--- config.mk ---
export PLATFORM = sky130hd
export DESIGN_NAME = if_inst_queue
export DESIGN_NICKNAME = d
export VERILOG_FILES = /design/src/rtl/if_inst_queue.sv
export SDC_FILE = /design/constraint.sdc
export NUM_CORES = 1
export LEC_CHECK = 0
export CAP_MARGIN = 20
export CORE_MARGIN = 4
export CORE_UTILIZATION = 50
export DETAILED_ROUTE_END_ITERATION = 8
export PLACE_DENSITY = 0.72
export SYNTH_ARGS = -nofsm -noshare
export SYNTH_HDL_FRONTEND = slang
export SYNTH_SLANG_ARGS = --single-unit
--- constraint.sdc ---
create_clock -name clk -period 11.65 [get_ports clk]
set_input_delay 1.7475 -clock clk [delete_from_list [all_inputs] [get_ports clk]]
set_output_delay 1.7475 -clock clk [all_outputs]
set_load 0.005 [all_outputs]
--- src/rtl/if_inst_queue.sv ---
`default_nettype none
// ============================================================================
// Module   : if_inst_queue
// Purpose  : Fetch-side instruction queue between the fetch pipeline and ID.
//            Stores DEPTH 8-byte fetch packets (two instruction slots plus
//            prediction and exception info) in a circular buffer. Drains one
//            instruction per cycle and skips slots that precede the fetch PC
//            or follow a predicted-taken branch.
// Ports    : clk, rst (async, active-high), flush (sync clear)
//            in_*  : fetch packet input with valid/ready handshake
//            out_* : single-instruction output to ID with valid/ready
//            count : number of packets currently held
// Revision : 1.0  initial release
// ============================================================================
module if_inst_queue #(
    parameter int DEPTH = 4
) (
    input  logic                   clk,
    input  logic                   rst,
    input  logic                   flush,
    input  logic                   in_valid,
    output logic                   in_ready,
    input  logic [31:0]            in_pc,
    input  logic [31:0]            in_inst0,
    input  logic [31:0]            in_inst1,
    input  logic                   in_pred_taken,
    input  logic                   in_pred_slot,
    input  logic [31:0]            in_pred_pc,
    input  logic                   in_excp,
    input  logic [6:0]             in_excp_code,
    output logic                   out_valid,
    input  logic                   out_ready,
    output logic [31:0]            out_pc,
    output logic [31:0]            out_inst,
    output logic                   out_pred_taken,
    output logic [31:0]            out_pred_pc,
    output logic                   out_excp,
    output logic [6:0]             out_excp_code,
    output logic [$clog2(DEPTH):0] count
);

    localparam int                 c_PTR_W = $clog2(DEPTH);
    localparam int                 c_CNT_W = c_PTR_W + 1;
    localparam logic [c_CNT_W-1:0] c_FULL  = c_CNT_W'(DEPTH);
    localparam logic [c_CNT_W-1:0] c_ONE   = c_CNT_W'(1);

    // Packet payload storage (not reset)
    logic [28:0] mem_pc_hi_q [DEPTH];
    logic [31:0] mem_inst0_q [DEPTH];
    logic [31:0] mem_inst1_q [DEPTH];
    logic        mem_start_q [DEPTH];
    logic        mem_end_q   [DEPTH];
    logic        mem_pt_q    [DEPTH];
    logic [31:0] mem_ppc_q   [DEPTH];
    logic        mem_excp_q  [DEPTH];
    logic [6:0]  mem_code_q  [DEPTH];

    // Control state
    logic [c_PTR_W-1:0] wptr_q, wptr_d;
    logic [c_PTR_W-1:0] rptr_q, rptr_d;
    logic [c_CNT_W-1:0] count_q, count_d;
    logic               hs_q, hs_d;

    logic               w_push;
    logic               w_pop;
    logic               w_retire;
    logic               w_in_start;
    logic               w_in_end;
    logic               w_in_pt;
    logic [c_PTR_W-1:0] w_rptr_nx;
    logic               w_unused_pc;

    // Low PC bits are implied by the slot index and never stored.
    assign w_unused_pc = ^in_pc[1:0];

    // ------------------------------------------------------------------
    // Handshakes: in_ready depends only on the registered count.
    // ------------------------------------------------------------------
    assign in_ready  = (count_q != c_FULL);
    assign out_valid = (count_q != '0);
    assign w_push    = in_valid && in_ready && !flush;
    assign w_pop     = out_valid && out_ready && !flush;
    assign w_retire  = w_pop && (hs_q == mem_end_q[rptr_q]);
    assign w_rptr_nx = rptr_q + 1'b1;
    assign count     = count_q;

    // ------------------------------------------------------------------
    // Incoming packet slot range. An exception packet emits only its first
    // slot; a prediction on a slot before the start slot is ignored.
    // ------------------------------------------------------------------
    always_comb begin
        w_in_start = in_pc[2];
        w_in_end   = 1'b1;
        w_in_pt    = 1'b0;
        if (in_excp) begin
            w_in_end = w_in_start;
        end else if (in_pred_taken) begin
            if (in_pred_slot >= w_in_start) begin
                w_in_end = in_pred_slot;
                w_in_pt  = 1'b1;
            end else begin
                w_in_end = w_in_start;
            end
        end
    end

    // ------------------------------------------------------------------
    // Next-state for pointers, count and head slot pointer
    // ------------------------------------------------------------------
    always_comb begin
        wptr_d  = wptr_q;
        rptr_d  = rptr_q;
        count_d = count_q;
        hs_d    = hs_q;
        if (flush) begin
            wptr_d  = '0;
            rptr_d  = '0;
            count_d = '0;
            hs_d    = 1'b0;
        end else begin
            if (w_push) begin
                wptr_d = wptr_q + 1'b1;
            end
            if (w_retire) begin
                rptr_d = w_rptr_nx;
            end
            case ({w_push, w_retire})
                2'b10:   count_d = count_q + 1'b1;
                2'b01:   count_d = count_q - 1'b1;
                default: count_d = count_q;
            endcase

            if (w_retire) begin
                // New head is either an already stored packet or, when the
                // queue held only the retiring packet, the one being pushed.
                if (count_q > c_ONE) begin
                    hs_d = mem_start_q[w_rptr_nx];
                end else if (w_push) begin
                    hs_d = w_in_start;
                end else begin
                    hs_d = 1'b0;
                end
            end else if (w_pop) begin
                // Not at end slot, so hs must be 0 here.
                hs_d = 1'b1;
            end else if (w_push && (count_q == '0)) begin
                hs_d = w_in_start;
            end
        end
    end

    always_ff @(posedge clk or posedge rst) begin
        if (rst) begin
            wptr_q  <= '0;
            rptr_q  <= '0;
            count_q <= '0;
            hs_q    <= 1'b0;
        end else begin
            wptr_q  <= wptr_d;
            rptr_q  <= rptr_d;
            count_q <= count_d;
            hs_q    <= hs_d;
        end
    end

    always_ff @(posedge clk) begin
        if (w_push) begin
            mem_pc_hi_q[wptr_q] <= in_pc[31:3];
            mem_inst0_q[wptr_q] <= in_inst0;
            mem_inst1_q[wptr_q] <= in_inst1;
            mem_start_q[wptr_q] <= w_in_start;
            mem_end_q[wptr_q]   <= w_in_end;
            mem_pt_q[wptr_q]    <= w_in_pt;
            mem_ppc_q[wptr_q]   <= in_pred_pc;
            mem_excp_q[wptr_q]  <= in_excp;
            mem_code_q[wptr_q]  <= in_excp_code;
        end
    end

    // ------------------------------------------------------------------
    // Head-entry output muxing
    // ------------------------------------------------------------------
    assign out_pc         = {mem_pc_hi_q[rptr_q], hs_q, 2'b00};
    assign out_inst       = mem_excp_q[rptr_q] ? 32'h0 :
                            (hs_q ? mem_inst1_q[rptr_q] : mem_inst0_q[rptr_q]);
    assign out_excp       = out_valid && mem_excp_q[rptr_q];
    assign out_excp_code  = mem_code_q[rptr_q];
    // The predicted branch is always the last emitted slot of its packet.
    assign out_pred_taken = out_valid && mem_pt_q[rptr_q] && (hs_q == mem_end_q[rptr_q]);
    assign out_pred_pc    = out_pred_taken ? mem_ppc_q[rptr_q] : (out_pc + 32'd4);

endmodule
`default_nettype wire

* After elaboration in Yosys (flattened, before gate mapping)
Memories as Yosys holds them, arrays and structs flattened.
Index checks and enable logic that the tools add are counted.
W data, S select, Z words.
** Storage, ports and cells
- Memories :: 9
- Word-level logic and storage cells :: 63
- Input port bits :: 143
- Flip-flop bits (word level) :: 8
- Memory bits (writable) :: 544
** Operators by class
- Order comparisons :: 2
- Add/subtract/negate cells :: 5
- Equal/unequal tests :: 4
- Reductions and logical operators :: 16
- Mux-type cells :: 23
** Memories
- mem_inst0_q :: depth 4, width 32, read ports 1, clocked after Yosys merged registers in 0, wr ports 1, RTL line 49 : logic [31:0] mem_inst0_q [DEPTH];
- mem_inst1_q :: depth 4, width 32, read ports 1, clocked after Yosys merged registers in 0, wr ports 1, RTL line 50 : logic [31:0] mem_inst1_q [DEPTH];
- mem_ppc_q :: depth 4, width 32, read ports 1, clocked after Yosys merged registers in 0, wr ports 1, RTL line 54 : logic [31:0] mem_ppc_q [DEPTH];
- mem_pc_hi_q :: depth 4, width 29, read ports 1, clocked after Yosys merged registers in 0, wr ports 1, RTL line 48 : logic [28:0] mem_pc_hi_q [DEPTH];
- mem_code_q :: depth 4, width 7, read ports 1, clocked after Yosys merged registers in 0, wr ports 1, RTL line 56 : logic [6:0] mem_code_q [DEPTH];
- mem_end_q :: depth 4, width 1, read ports 1, clocked after Yosys merged registers in 0, wr ports 1, RTL line 52 : logic mem_end_q [DEPTH];
- 3 more memories
** Operator list (count)
- $mux W32 :: 3
- $add A32 B3 Y32 const B :: 1
- $mux W1 :: 14
- $logic_and A1 B1 Y1 :: 9
- $mux W2 :: 4
- $pmux W3 S2 :: 1
- $reduce_bool A3 Y1 :: 2
- $add A2 B1 Y2 const B :: 2
- $reduce_bool A2 Y1 :: 2
- $reduce_bool A4 Y1 :: 1
- $add A3 B1 Y3 const B :: 1
- $gt A3 B1 Y1 const B :: 1
- $logic_not A3 Y1 :: 1
- $mux W3 :: 1
- $ne A3 B3 Y1 const B :: 1
- $sub A3 B1 Y3 const B :: 1
- $eq A2 B1 Y1 const B :: 1
- $eq A2 B2 Y1 const B :: 1
- $eq A1 B1 Y1 :: 1
- $ge A1 B1 Y1 :: 1
- $logic_not A1 Y1 :: 1

* Logic depth before layout (Yosys ltp)
Gate-level depths: netlist of the first run.
- Depth in word-level cells :: 8
- Mapped depth :: 14

* Worst setup path after synthesis of the first run
OpenSTA, ideal clock, no wires.
- Kind :: input-to-reg
- From :: in flush
- To :: mem mem_code_q[0][0] (enable)
- Setup time :: 512 ps
- Cell stages on the path :: 3
- Data required time :: 11138 ps
- Path slack :: 5896 ps
- Arrival :: 5242 ps
- Cell sequence :: clkbuf_1 nor2_1 and2_1
** On the way
- Cells in the longest elaborated chain, start to end :: 4
** Ends and longest elaborated chain
- from (decl) :: RTL line 20 : input logic flush,
- $logic_not A1 Y1 :: RTL line 81 : assign w_push = in_valid && in_ready && !flush;
- $logic_and A1 B1 Y1 :: RTL line 81
- $mux W1 :: RTL line 167 : if (w_push) begin
- $mux W1 (not written as such) :: RTL line 176 : mem_code_q[wptr_q] <= in_excp_code;
- to (decl) :: RTL line 56
Every way passes these cells.

* Worst setup path in the final report of the first run
- From :: reg rptr_q[0]
- To :: out out_pred_pc[30]
** On the way
- Cells in the longest elaborated chain, start to end :: 4
** Ends and longest elaborated chain
- from (decl) :: RTL line 60 : logic [c_PTR_W-1:0] rptr_q, rptr_d;
- from (signal assigned) :: RTL line 160 : rptr_q <= rptr_d;
- branches (longest 3 deep; another with $add A32 B3 Y32)
- $mux W32 (*) :: RTL line 190 : assign out_pred_pc = out_pred_taken ? mem_ppc_q[rptr_q] : (out_pc + 32'd4);
- to (decl) :: RTL line 36 : output logic [31:0] out_pred_pc,
Every way passes the cells marked *.

==> summary.txt, run 1 <==
Timing
  – Final Cycle Share: 57.7%
  – Max_slew headroom: 27.2%
  – RSZ-0062 raised after global routing: no
  – Setup TNS: 0 ps
  – Worst Setup Slack, final: 4930 ps
  – Worst Skew: 10.3 ps
  – Least-Margin Pin Slew: 1090 ps
  – Final min period: 6720 ps
  – Final Slew Violations: 0
  – Final hold vios: 0
  – Final setup vio count: 0
  – Worst hold slack: 588 ps
  – Max Fclk: 149 MHz

Power
  – Overall power: 0.00512 W
  – Combinational share of power: 22.0%
  – Sw Ratio: 24.6%
  – Power per cell area: 192 nW/um^2
  – Sw Pwr: 0.00126 W
  – Internal power: 0.00386 W
  – Peak VDD IR: 0.000135 V
  – Clock power frac: 32.3%
  – P_leak: 8.34 nW
  – Reg power frac: 45.8%

Route
  – Routed Antenna Nets: 0
  – Detailed Route WL: 44.0 mm
  – Remaining DRCs: 0
  – 1st-iter DRT viols: 892
  – Routed wire per std cell: 22.7 um
  – Vias: 10900
  – DR vias/cell: 5.60
  – 1st-pass router iterations: 5

Critical path
  – Worst EP arrival: 4970 ps
  – Crit start category: flop
  – R2R setup slack: 8130 ps
  – Crit path from: rptr_q[0]
  – Crit Path Max Fanout: 48
  – CP Capture Type: output pin
  – CP max stage delay: 1050 ps
  – Worst path required time: 9900 ps
  – Worst r2r path cells: 6
  – Crit-path slowest cell: dfrtp_4
  – Worst r2r src: rptr_q[1]
  – Crit Reg-Reg Endpoint: count[1]
  – CP endpoint: out_pred_pc[30]
  – Critical Path, Cell by Cell: buf_4 > nor2_1 > a21oi_1 > ha_1 > nand4_2 > or2_1 > or4_1 > a31oi_1 > clkdlybuf4s50_1
  – CP Class: flop to output pin

Place
  – Place WS: 5360 ps
  – Port Buffer Count: 248
  – DP HPWL: 26.1 mm
  – DP Cell Count: 1833
  – RD Place Congestion: 0.863

Worst hold path
  – Hold Path Depth: 2
  – Hold Path Class: flop to flop

Yosys
  – Most instantiated library cell after synthesis: edfxtp_1
  – Synthesized area per cell: 21.1 um^2
  – Post-synth EDFFs: 544
  – Synth warn: 0
  – Ys async rst share: 1.45%
  – Register area share after synthesis: 75.8%
  – Cell taking the most area after synthesis: edfxtp_1
  – Top cell type's share of synthesized area: 74.9%
  – Commonest cells post-synth: 544 x edfxtp_1, 131 x mux4_2, 72 x nor2_1
  – Netlist Area Pre-Place: 21800 um^2
  – Number of synthesized register bits: 552
  – Prevailing post-synth register cell: edfxtp_1
  – Mapped Cells: 1036
  – Area contributors post-synth: edfxtp_1 75%, mux4_2 14%, mux2i_1 1.5%
  – Count of cell types in the netlist: 58

CTS
  – CTS Buf Count: 56
  – Sink Count: 552
  – Post-CTS setup buffer count: 0
  – H-tree Lvls: 2
  – Root buffer cell: clkbuf_16
  – Clk buf depth: 3
  – CTS resizes: 0
  – Hold Buf Count CTS: 0
  – Skew-Pair Late Insertion Delay: 580 ps
  – CTS tree: built
  – Register clock-pin slew on the reported worst setup and hold paths: 60 ps

Floorplanning
  – Area of the core: 43100 um^2
  – DIE HEIGHT: 217 um
  – Num rows: 76
  – Die W: 217 um
  – Initial Util: 50.6%
  – Die ar.: 47000 um^2
  – IO Pins: 253

Finish
  – Final cell count without fillers: 1939
  – Layout cells sized above 1: 18.5%
  – Fill cells: 3064
  – Fin nets: 1459
  – Layout area overhead: 22.0%

Global routing
  – Initial antenna violation count: 8
  – First-pass GRT wire length: 67.4 mm
  – Vias in the first global route: 11500
  – Total track usage: 18.7%
  – Total gr overflow: 0
  – Largest net degree at the start of global routing: 69

Run
  – Number of max-cap violations: 0

Run status
  – Outcome: completed
-- per-layer routing --
| metal | GRT usage, % | wire (um) |
|---|---|---|
| met1 | 24.5 | 17700 |
| met4 | 5.83 | 1140 |
| met5 | 0 | 101 |
| met3 | 5.40 | 3520 |
| met2 | 30.9 | 21500 |
-- layout by cell type (no fill, tap or decap), types with 3 or more instances in the layout --
cell type        synthesis  routed
o31ai_1                  6       6
mux2_2                   3       3
clkbuf_1                13      10
buf_4                    4      15
clkinv_1                 0      14
bufinv_16                0       3
ha_1                     9       9
a31o_2                   4       4
xnor2_1                 15      15
clkinv_2                 0      16
and2_4                   0       4
and3_1                   6       6
clkdlybuf4s50_1          0     248
nand2_1                 15      14
nor2b_1                  5       5
clkbuf_16                0      57
nand4_1                  9       9
and2_1                  10       6
or4_1                    6       6
diode_2                  0       3
edfxtp_1               544     544
nand3_1                  5       5
mux4_1                   4       4
mux4_2                 131     131
nor4_1                   3       3
and4_1                   3       3
inv_1                   16      16
mux2i_1                 33      33
dfrtp_1                  8       5
nor3_1                   7       7
a21oi_1                 19      19
o21ai_0                  4       4
nor2_1                  72      72
xor2_1                   3       3
a31oi_1                 15      15
-- state kept, by name (all words and copies together) (netlist names), 3 cells and up --
name	count
mem_pt_q	4
mem_inst1_q	128
mem_excp_q	4
mem_end_q	4
mem_code_q	28
count	3
mem_inst0_q	128
mem_ppc_q	128
mem_pc_hi_q	116
mem_start_q	4
-- power groups by stage --
stage / Combinational, W / Clock [W] / Sequential (W)
2_1_floorplan: 0.000668 / 0 / 0.00235
5_1_grt: 0.00121 / 0.00178 / 0.00236
4_1_cts: 0.00114 / 0.00170 / 0.00235
3_3_place_gp: 0.00113 / 0 / 0.00238
3_5_place_dp: 0.00113 / 0 / 0.00239
6_report: 0.00112 / 0.00165 / 0.00234
-- worst min path at each step --
| stage | startpoint | to | slack, ps |
|---|---|---|---|
| CTS | wptr_q[1] | wptr_q[1] | 590 |
| floorplan | wptr_q[1] | wptr_q[1] | 540 |
| finish | wptr_q[1] | wptr_q[1] | 590 |
| detailed placement | wptr_q[1] | wptr_q[1] | 580 |
| global placement | wptr_q[1] | wptr_q[1] | 570 |
| global route | wptr_q[1] | wptr_q[1] | 610 |
-- logic make-up after synthesis --
kind of cell	Yosys count	synth area share (%)
multiplexers	171	15.7
other	1	0.0172
flip-flops	552	75.8
AO/OA/AOI/OAI	58	1.71
AND/OR/NAND/NOR	157	3.77
buffers and inverters	68	1.64
XOR/XNOR	19	0.798
adder cells (fa/ha/maj)	10	0.568
-- critical path: cells and delay by family, from the launching register on --
| kind | cells | cell delay [ps] |
|---|---|---|
| adder cells (fa/ha/maj) | 1 | 360 |
| buffers and inverters | 2 | 1370 |
| flip-flops | 1 | 1050 |
| AND/OR/NAND/NOR | 4 | 1210 |
| AO/OA/AOI/OAI | 2 | 380 |
-- metrics by stage --
stage               instance area [um^2]  utilization, %
floorplan                          21800               -
global placement                   24900            57.7
detailed placement                 24900            57.7
CTS                                26600            61.7
global route                       26600            61.7
finish                             26600            61.8
-- area by class of cell --
| cell class | instances | area [um^2] | area share [%] |
|---|---|---|---|
| Multi-Input combinational cell | 417 | 4930 | 18.5 |
| Clock buffer | 67 | 1460 | 5.50 |
| Timing Repair Buffer | 264 | 2620 | 9.86 |
| Antenna cell | 3 | 7.51 | 0.0282 |
| Sequential cell | 552 | 16500 | 62.2 |
| Clock inverter | 35 | 239 | 0.898 |
| Inverter | 16 | 60.1 | 0.226 |
| Tap cell | 585 | 732 | 2.75 |
Note: power is estimated with default switching activity, not from simulation.
==> run 2: changes to the inputs <==
==> constraint.sdc (replaced) <==
create_clock -name clk -period 6.35 [get_ports clk]
set_input_delay 0.9525 -clock clk [delete_from_list [all_inputs] [get_ports clk]]
set_output_delay 0.9525 -clock clk [all_outputs]
set_load 0.005 [all_outputs]
==> run 2 against run 1 <==
  * Utilization up 0.064 points
  * Sequential cell count unchanged
  * Clock skew is 4.4 ps higher
  * Critical path depth fell by 3
  * Critical path type unchanged
==> summary.txt, run 2 (same netlist as run 1, synthesis figures left out) <==
Power
  – Internal power: 0.00714 W (+85%)
  – Power per cell area: 355 nW/um^2 (+84%)
  – Combinational share of power: 22.0% (about the same)
  – Reg power frac: 45.4% (-0.4 points)
  – Peak VDD IR: 0.000228 V (+69%)
  – Clock power frac: 32.6% (+0.3 points)
  – Overall power: 0.00945 W (+85%)
  – Sw Ratio: 24.4% (-0.25 points)
  – P_leak: 8.33 nW (-0.11%)
  – Sw Pwr: 0.00230 W (+83%)

Timing
  – Worst Skew: 14.6 ps (+4.36 ps)
  – Least-Margin Pin Slew: 960 ps (-131 ps)
  – RSZ-0062 raised after global routing: no
  – Final Cycle Share: 83.0%
  – Final Slew Violations: 0 (unchanged)
  – Final hold vios: 0 (unchanged)
  – Worst Setup Slack, final: 1080 ps (-3850 ps)
  – Final setup vio count: 0 (unchanged)
  – Final min period: 5270 ps
  – Max_slew headroom: 35.8% (+8.5 points)
  – Setup TNS: 0 ps (unchanged)
  – Max Fclk: 190 MHz

Route
  – 1st-pass router iterations: 6 (+1)
  – Remaining DRCs: 0 (unchanged)
  – Routed wire per std cell: 22.9 um (+0.81%)
  – Met3 wire length: 3.34 mm (-5.2%)
  – Met2 routed WL: 21.7 mm (+0.86%)
  – Routed Antenna Nets: 0 (unchanged)
  – Wl on met1: 18.2 mm (+2.9%)
  – Highest metal used: met5
  – Vias: 10900 (+0.47%)
  – 1st-iter DRT viols: 898 (+0.67%)
  – DR vias/cell: 5.65 (+0.89%)
  – Detailed Route WL: 44.2 mm (+0.40%)

Floorplanning
  – DIE HEIGHT: 217 um (unchanged)
  – IO Pins: 253 (unchanged)
  – Die W: 217 um (unchanged)
  – Die ar.: 47000 um^2 (unchanged)
  – Area of the core: 43100 um^2 (unchanged)
  – Initial Util: 50.6% (unchanged)
  – Num rows: 76 (unchanged)

Critical path
  – Worst r2r src: count[0]
  – Crit path from: rptr_q[0]
  – Worst path required time: 5400 ps (-4500 ps)
  – Crit Path Max Fanout: 42 (-13%)
  – Worst EP arrival: 4320 ps (-650 ps)
  – CP Class: flop to output pin
  – Crit start category: flop
  – CP Capture Type: output pin

Finish
  – Layout area overhead: 22.1%
  – Commonest non-fill, non-tap cell in the layout: edfxtp_1
  – Layout cells sized above 1: 18.0% (-0.49 points)
  – Most frequent cells in the layout: 544 x edfxtp_1, 248 x clkdlybuf4s50_1, 131 x mux4_2, 72 x nor2_1, 57 x clkbuf_16
  – Final cell count without fillers: 1931 (-0.41%)
  – Fill cells: 2994 (-2.3%)
  – Fin nets: 1457 (-0.14%)
  – Top Registers: mem_inst0_q: 128 flops, mem_inst1_q: 128 flops, mem_ppc_q: 128 flops

CTS
  – CTS Buf Count: 54 (-3.6%)
  – Skew-Pair Late Insertion Delay: 580 ps (about the same)
  – Sink Count: 552 (unchanged)
  – CTS tree: built
  – Clk buf depth: 3 (unchanged)
  – CTS resizes: 0 (unchanged)
  – Register clock-pin slew on the reported worst setup and hold paths: 60 ps (about the same)
  – Root buffer cell: clkbuf_16
  – H-tree Lvls: 2 (unchanged)
  – Post-CTS setup buffer count: 0 (unchanged)
  – Hold Buf Count CTS: 0 (unchanged)

Global routing
  – Total track usage: 18.8% (+0.085 points)
  – Largest net degree at the start of global routing: 83 (+20%)
  – Total gr overflow: 0 (unchanged)
  – First-pass GRT wire length: 67.9 mm (+0.69%)
  – Initial antenna violation count: 7 (-1)
  – Vias in the first global route: 11500 (-0.50%)

Place
  – Port Buffer Count: 248 (unchanged)
  – DP HPWL: 26.9 mm (+3.1%)
  – Place WS: 1630 ps (-3730 ps)
  – DP Cell Count: 1834 (+0.055%)
  – RD Place Congestion: 0.857 (-0.70%)

Run
  – Number of max-cap violations: 0 (unchanged)

Worst hold path
  – Hold Path Class: flop to flop
  – Worst hold start: wptr_q[1]

Run status
  – Outcome: completed
run 2: critical path, cell delays in order (launching register included):
cell and delay, ps:
dfrtp_4 930, mux4_2 630, xnor2_2 330, nand2_2 620, buf_4 460, a31oi_1 200
clkdlybuf4s50_1 540
run 2: through the flow:
| stage | hold WS (ps) | cell area [um^2] | util, % |
|---|---|---|---|
| 5_1_grt | 619 | 26600 | 61.8 |
| 2_1_floorplan | 543 | 21800 | - |
| 6_report | 573 | 26600 | 61.8 |
| 3_3_place_gp | 566 | 24900 | 57.8 |
| 3_5_place_dp | 566 | 24900 | 57.8 |
| 4_1_cts | 575 | 26600 | 61.8 |
run 2: power groups by stage:
stage	sequential (W)	clock [W]	combinational (W)
final	0.00429	0.00308	0.00208
after global routing	0.00431	0.00333	0.00223
after CTS	0.00430	0.00316	0.00211
after detailed placement	0.00437	0	0.00209
after global placement	0.00436	0	0.00208
after floorplan	0.00432	0	0.00123
run 2: area by class of cell:
type / instances / area [um^2] / share of cell area [%]
diodes: 3 / 7.51 / 0.0282
clock buffers: 69 / 1470 / 5.53
clock inverters: 25 / 241 / 0.907
inverters: 16 / 60.1 / 0.226
multi-input cells: 417 / 4930 / 18.5
flip-flops and latches: 552 / 16500 / 62.1
well taps: 585 / 732 / 2.75
repair buffers: 264 / 2640 / 9.91
run 2: path summary, 6_finish.rpt:
| path | endpoint | slack, ps | cells past startpoint |
|---|---|---|---|
| max | out_pred_pc[26] | 1080 | 6 |
| max reg2reg | mem_ppc_q[1][21] | 3390 | 7 |
| min in group asynchronous | rptr_q[1] | 670 | 2 |
| min | wptr_q[1] | 570 | 2 |
| max in group asynchronous | rptr_q[0] | 5380 | 2 |
| min reg2reg | wptr_q[1] | 570 | 2 |
run 2: layer usage:
layer | global-route usage, % | vias up
li1 | - | 4828
met1 | 25.2 | 5653
met2 | 31.2 | 357
met3 | 4.83 | 67
met4 | 5.17 | 10
met5 | 0 | -
==> run 3: changes to the inputs <==
--- a/config.mk
+++ b/config.mk
@@ -9,7 +9,7 @@
 export CORE_MARGIN = 4
 export CORE_UTILIZATION = 50
 export DETAILED_ROUTE_END_ITERATION = 8
-export PLACE_DENSITY = 0.72
+export PLACE_DENSITY = 0.75
 export SYNTH_ARGS = -nofsm -noshare
 export SYNTH_HDL_FRONTEND = slang
 export SYNTH_SLANG_ARGS = --single-unit
==> constraint.sdc (replaced) <==
create_clock -name clk -period 4.35 [get_ports clk]
set_input_delay 0.6525 -clock clk [delete_from_list [all_inputs] [get_ports clk]]
set_output_delay 0.6525 -clock clk [all_outputs]
set_load 0.005 [all_outputs]
==> run 3 against run 2 <==
  * Register-to-register slack got worse by 1700 ps
  * Combinational power rose by 55%
  * Via count rose by 1.8%
  * Cell count rose by 0.98%
  * Critical path depth rose by 1
  * Non-clock buffer count rose by 16
==> summary.txt, run 3 (same netlist as run 1, synthesis figures left out) <==
Timing
  – Worst Skew: 12.2 ps (-2.40 ps)
  – Final min period: 4250 ps
  – Max_slew headroom: 36.4% (+0.65 points)
  – Final setup vio count: 0 (unchanged)
  – Final Slew Violations: 0 (unchanged)
  – RSZ-0062 raised after global routing: yes
  – Max Fclk: 235 MHz
  – Final Cycle Share: 97.7%
  – Final hold vios: 0 (unchanged)
  – Least-Margin Pin Slew: 954 ps (-6.40 ps)

Place
  – Port Buffer Count: 248 (unchanged)
  – RD Place Congestion: 0.880 (+2.7%)
  – Area after DPL: 25000 um^2 (+0.52%)
  – DP HPWL: 27.1 mm (+0.47%)

Floorplanning
  – Area of the core: 43100 um^2 (unchanged)
  – DIE HEIGHT: 217 um (unchanged)
  – Initial Util: 50.6% (unchanged)
  – Die W: 217 um (unchanged)
  – IO Pins: 253 (unchanged)
  – Num rows: 76 (unchanged)
  – Die ar.: 47000 um^2 (unchanged)

Global routing
  – GRT met2 Usage: 29.7% (-1.5 points)
  – Largest net degree at the start of global routing: 66 (-20%)
  – Initial antenna violation count: 6 (-1)
  – Most Crowded Layer GR: met2
  – Met3 Usage GRT: 4.66% (-0.17 points)
  – First-pass GRT wire length: 68.1 mm (+0.29%)
  – Met1 usage in global routing: 27.2% (+2.0 points)
  – Total gr overflow: 0 (unchanged)
  – Total track usage: 19.0% (+0.16 points)
  – Vias in the first global route: 11300 (-1.7%)

CTS
  – Skew-Pair Late Insertion Delay: 580 ps (about the same)
  – Hold Buf Count CTS: 0 (unchanged)
  – CTS Buf Count: 54 (unchanged)
  – Clk buf depth: 3 (unchanged)
  – Register clock-pin slew on the reported worst setup and hold paths: 60 ps (about the same)
  – Sink Count: 552 (unchanged)
  – Root buffer cell: clkbuf_16
  – CTS tree: built
  – H-tree Lvls: 2 (unchanged)

Critical path
  – Crit Path Max Fanout: 33 (-21%)
  – CP Class: flop to output pin
  – Critical Path, Cell by Cell: buf_12 > mux4_2 > and4_1 > nand4_1 > or4_1 > a31oi_1 > clkdlybuf4s50_1
  – Worst r2r path cells: 7 (unchanged)
  – Worst EP arrival: 3600 ps (-720 ps)
  – Worst path required time: 3700 ps (-1700 ps)
  – Crit-path slowest cell: dfrtp_4
  – Crit start category: flop
  – CP Buf/Inv Count: 2 (unchanged)
  – Delay-heaviest family, CP: simple AND/OR/NAND/NOR gates
  – R2R setup slack: 1650 ps (-1740 ps)
  – Crit path depth: 7 (+1)
  – CP max stage delay: 580 ps (-350 ps)
  – CP Capture Type: output pin

Finish
  – Commonest non-fill, non-tap cell in the layout: edfxtp_1
  – Fin nets: 1474 (+1.2%)
  – Register Area: 16500 um^2 (unchanged)
  – Layout area overhead: 23.2%
  – Multi-input logic area: 4960 um^2 (+0.58%)
  – Most frequent cells in the layout: 544 x edfxtp_1, 248 x clkdlybuf4s50_1, 133 x mux4_2, 72 x nor2_1, 58 x clkbuf_16
  – Layout cells sized above 1: 19.6% (+1.6 points)
  – Fill cells: 2981 (-0.43%)
  – Top Registers: mem_inst0_q: 128 flops, mem_inst1_q: 128 flops, mem_ppc_q: 128 flops
  – Non-Filler Cell Area, Final: 26900 um^2 (+0.91%)
  – Final core occ: 62.4% (+0.56 points)

Route
  – Routed wire per std cell: 23.1 um (+0.82%)
  – Detailed Route WL: 45.0 mm (+1.8%)
  – Routed Antenna Nets: 0 (unchanged)
  – Remaining DRCs: 0 (unchanged)
  – DR vias/cell: 5.70 (+0.79%)
  – 1st-iter DRT viols: 1025 (+14%)
  – 1st-pass router iterations: 6 (unchanged)
  – Vias: 11100 (+1.8%)

Power
  – Peak VDD IR: 0.000346 V (+52%)
  – P_leak: 8.41 nW (+0.99%)
  – Power per cell area: 511 nW/um^2 (+44%)

Run
  – Number of max-cap violations: 0 (unchanged)

Run status
  – Outcome: completed

Worst hold path
  – Hold Path Class: input pin to asynchronous set/reset pin
run 3: layer usage:
layer  routed length, um  vias to the layer above  share of wire (%)
li1                    -                     4883                  -
met1               18900                     5709                 42
met2               21600                      434                 48
met3                3370                       73                7.5
met4                 993                       10                2.2
met5                  64                        -               0.14
run 3: worst register-to-register path: stages, from the launching register on:
cell and delay, ps:
dfrtp_1 470, inv_1 120, ha_1 240, nand2_1 110, nand2_1 100, nor2_1 260, and2_4 600, buf_12 420
run 3: power by group:
group          total (W)  internal [W]  leakage, nW  switching [W]
Combinational    0.00323       0.00174         2.57        0.00149
Sequential       0.00621       0.00611         5.04      0.0000924
Clock            0.00429       0.00244        0.796        0.00185
Total             0.0137        0.0103         8.41        0.00343
run 3: final timing paths:
check	from	endpoint
min reg2reg	wptr_q[1]	wptr_q[1]
max in group asynchronous	rst	rptr_q[1]
max	rptr_q[0]	out_pred_pc[30]
min	rst	rptr_q[0]
max reg2reg	count[0]	mem_inst0_q[0][26]
min in group clk	wptr_q[1]	wptr_q[1]
run 3: area by class of cell:
class | instances | area share, %
Antenna cell | 1 | 0.00931
Clock buffer | 67 | 5.45
Inverter | 16 | 0.224
Clock inverter | 31 | 0.689
Timing Repair Buffer | 280 | 10.9
Sequential cell | 552 | 61.6
Multi-Input combinational cell | 418 | 18.5
Tap cell | 585 | 2.72
run 3: through the flow:
stage	setup slack (ps)	setup TNS [ps]	total power (W)	std cells	hold slack, ps
floorplan	542	0	0.00808	1037	468
detailed placement	429	0	0.00950	1838	580
global placement	453	0	0.00945	1838	561
finish	99.9	0	0.0137	1950	325
global route	-62.4	-76.6	0.0143	1950	332
CTS	13.4	0	0.0139	1941	299
run 3: repair_timing:
action	CTS	global route
setup buffers	5	6
gates cloned	0	2
setup endpoints to repair	49	11
gates resized for setup	2	7
pin swaps	1	2
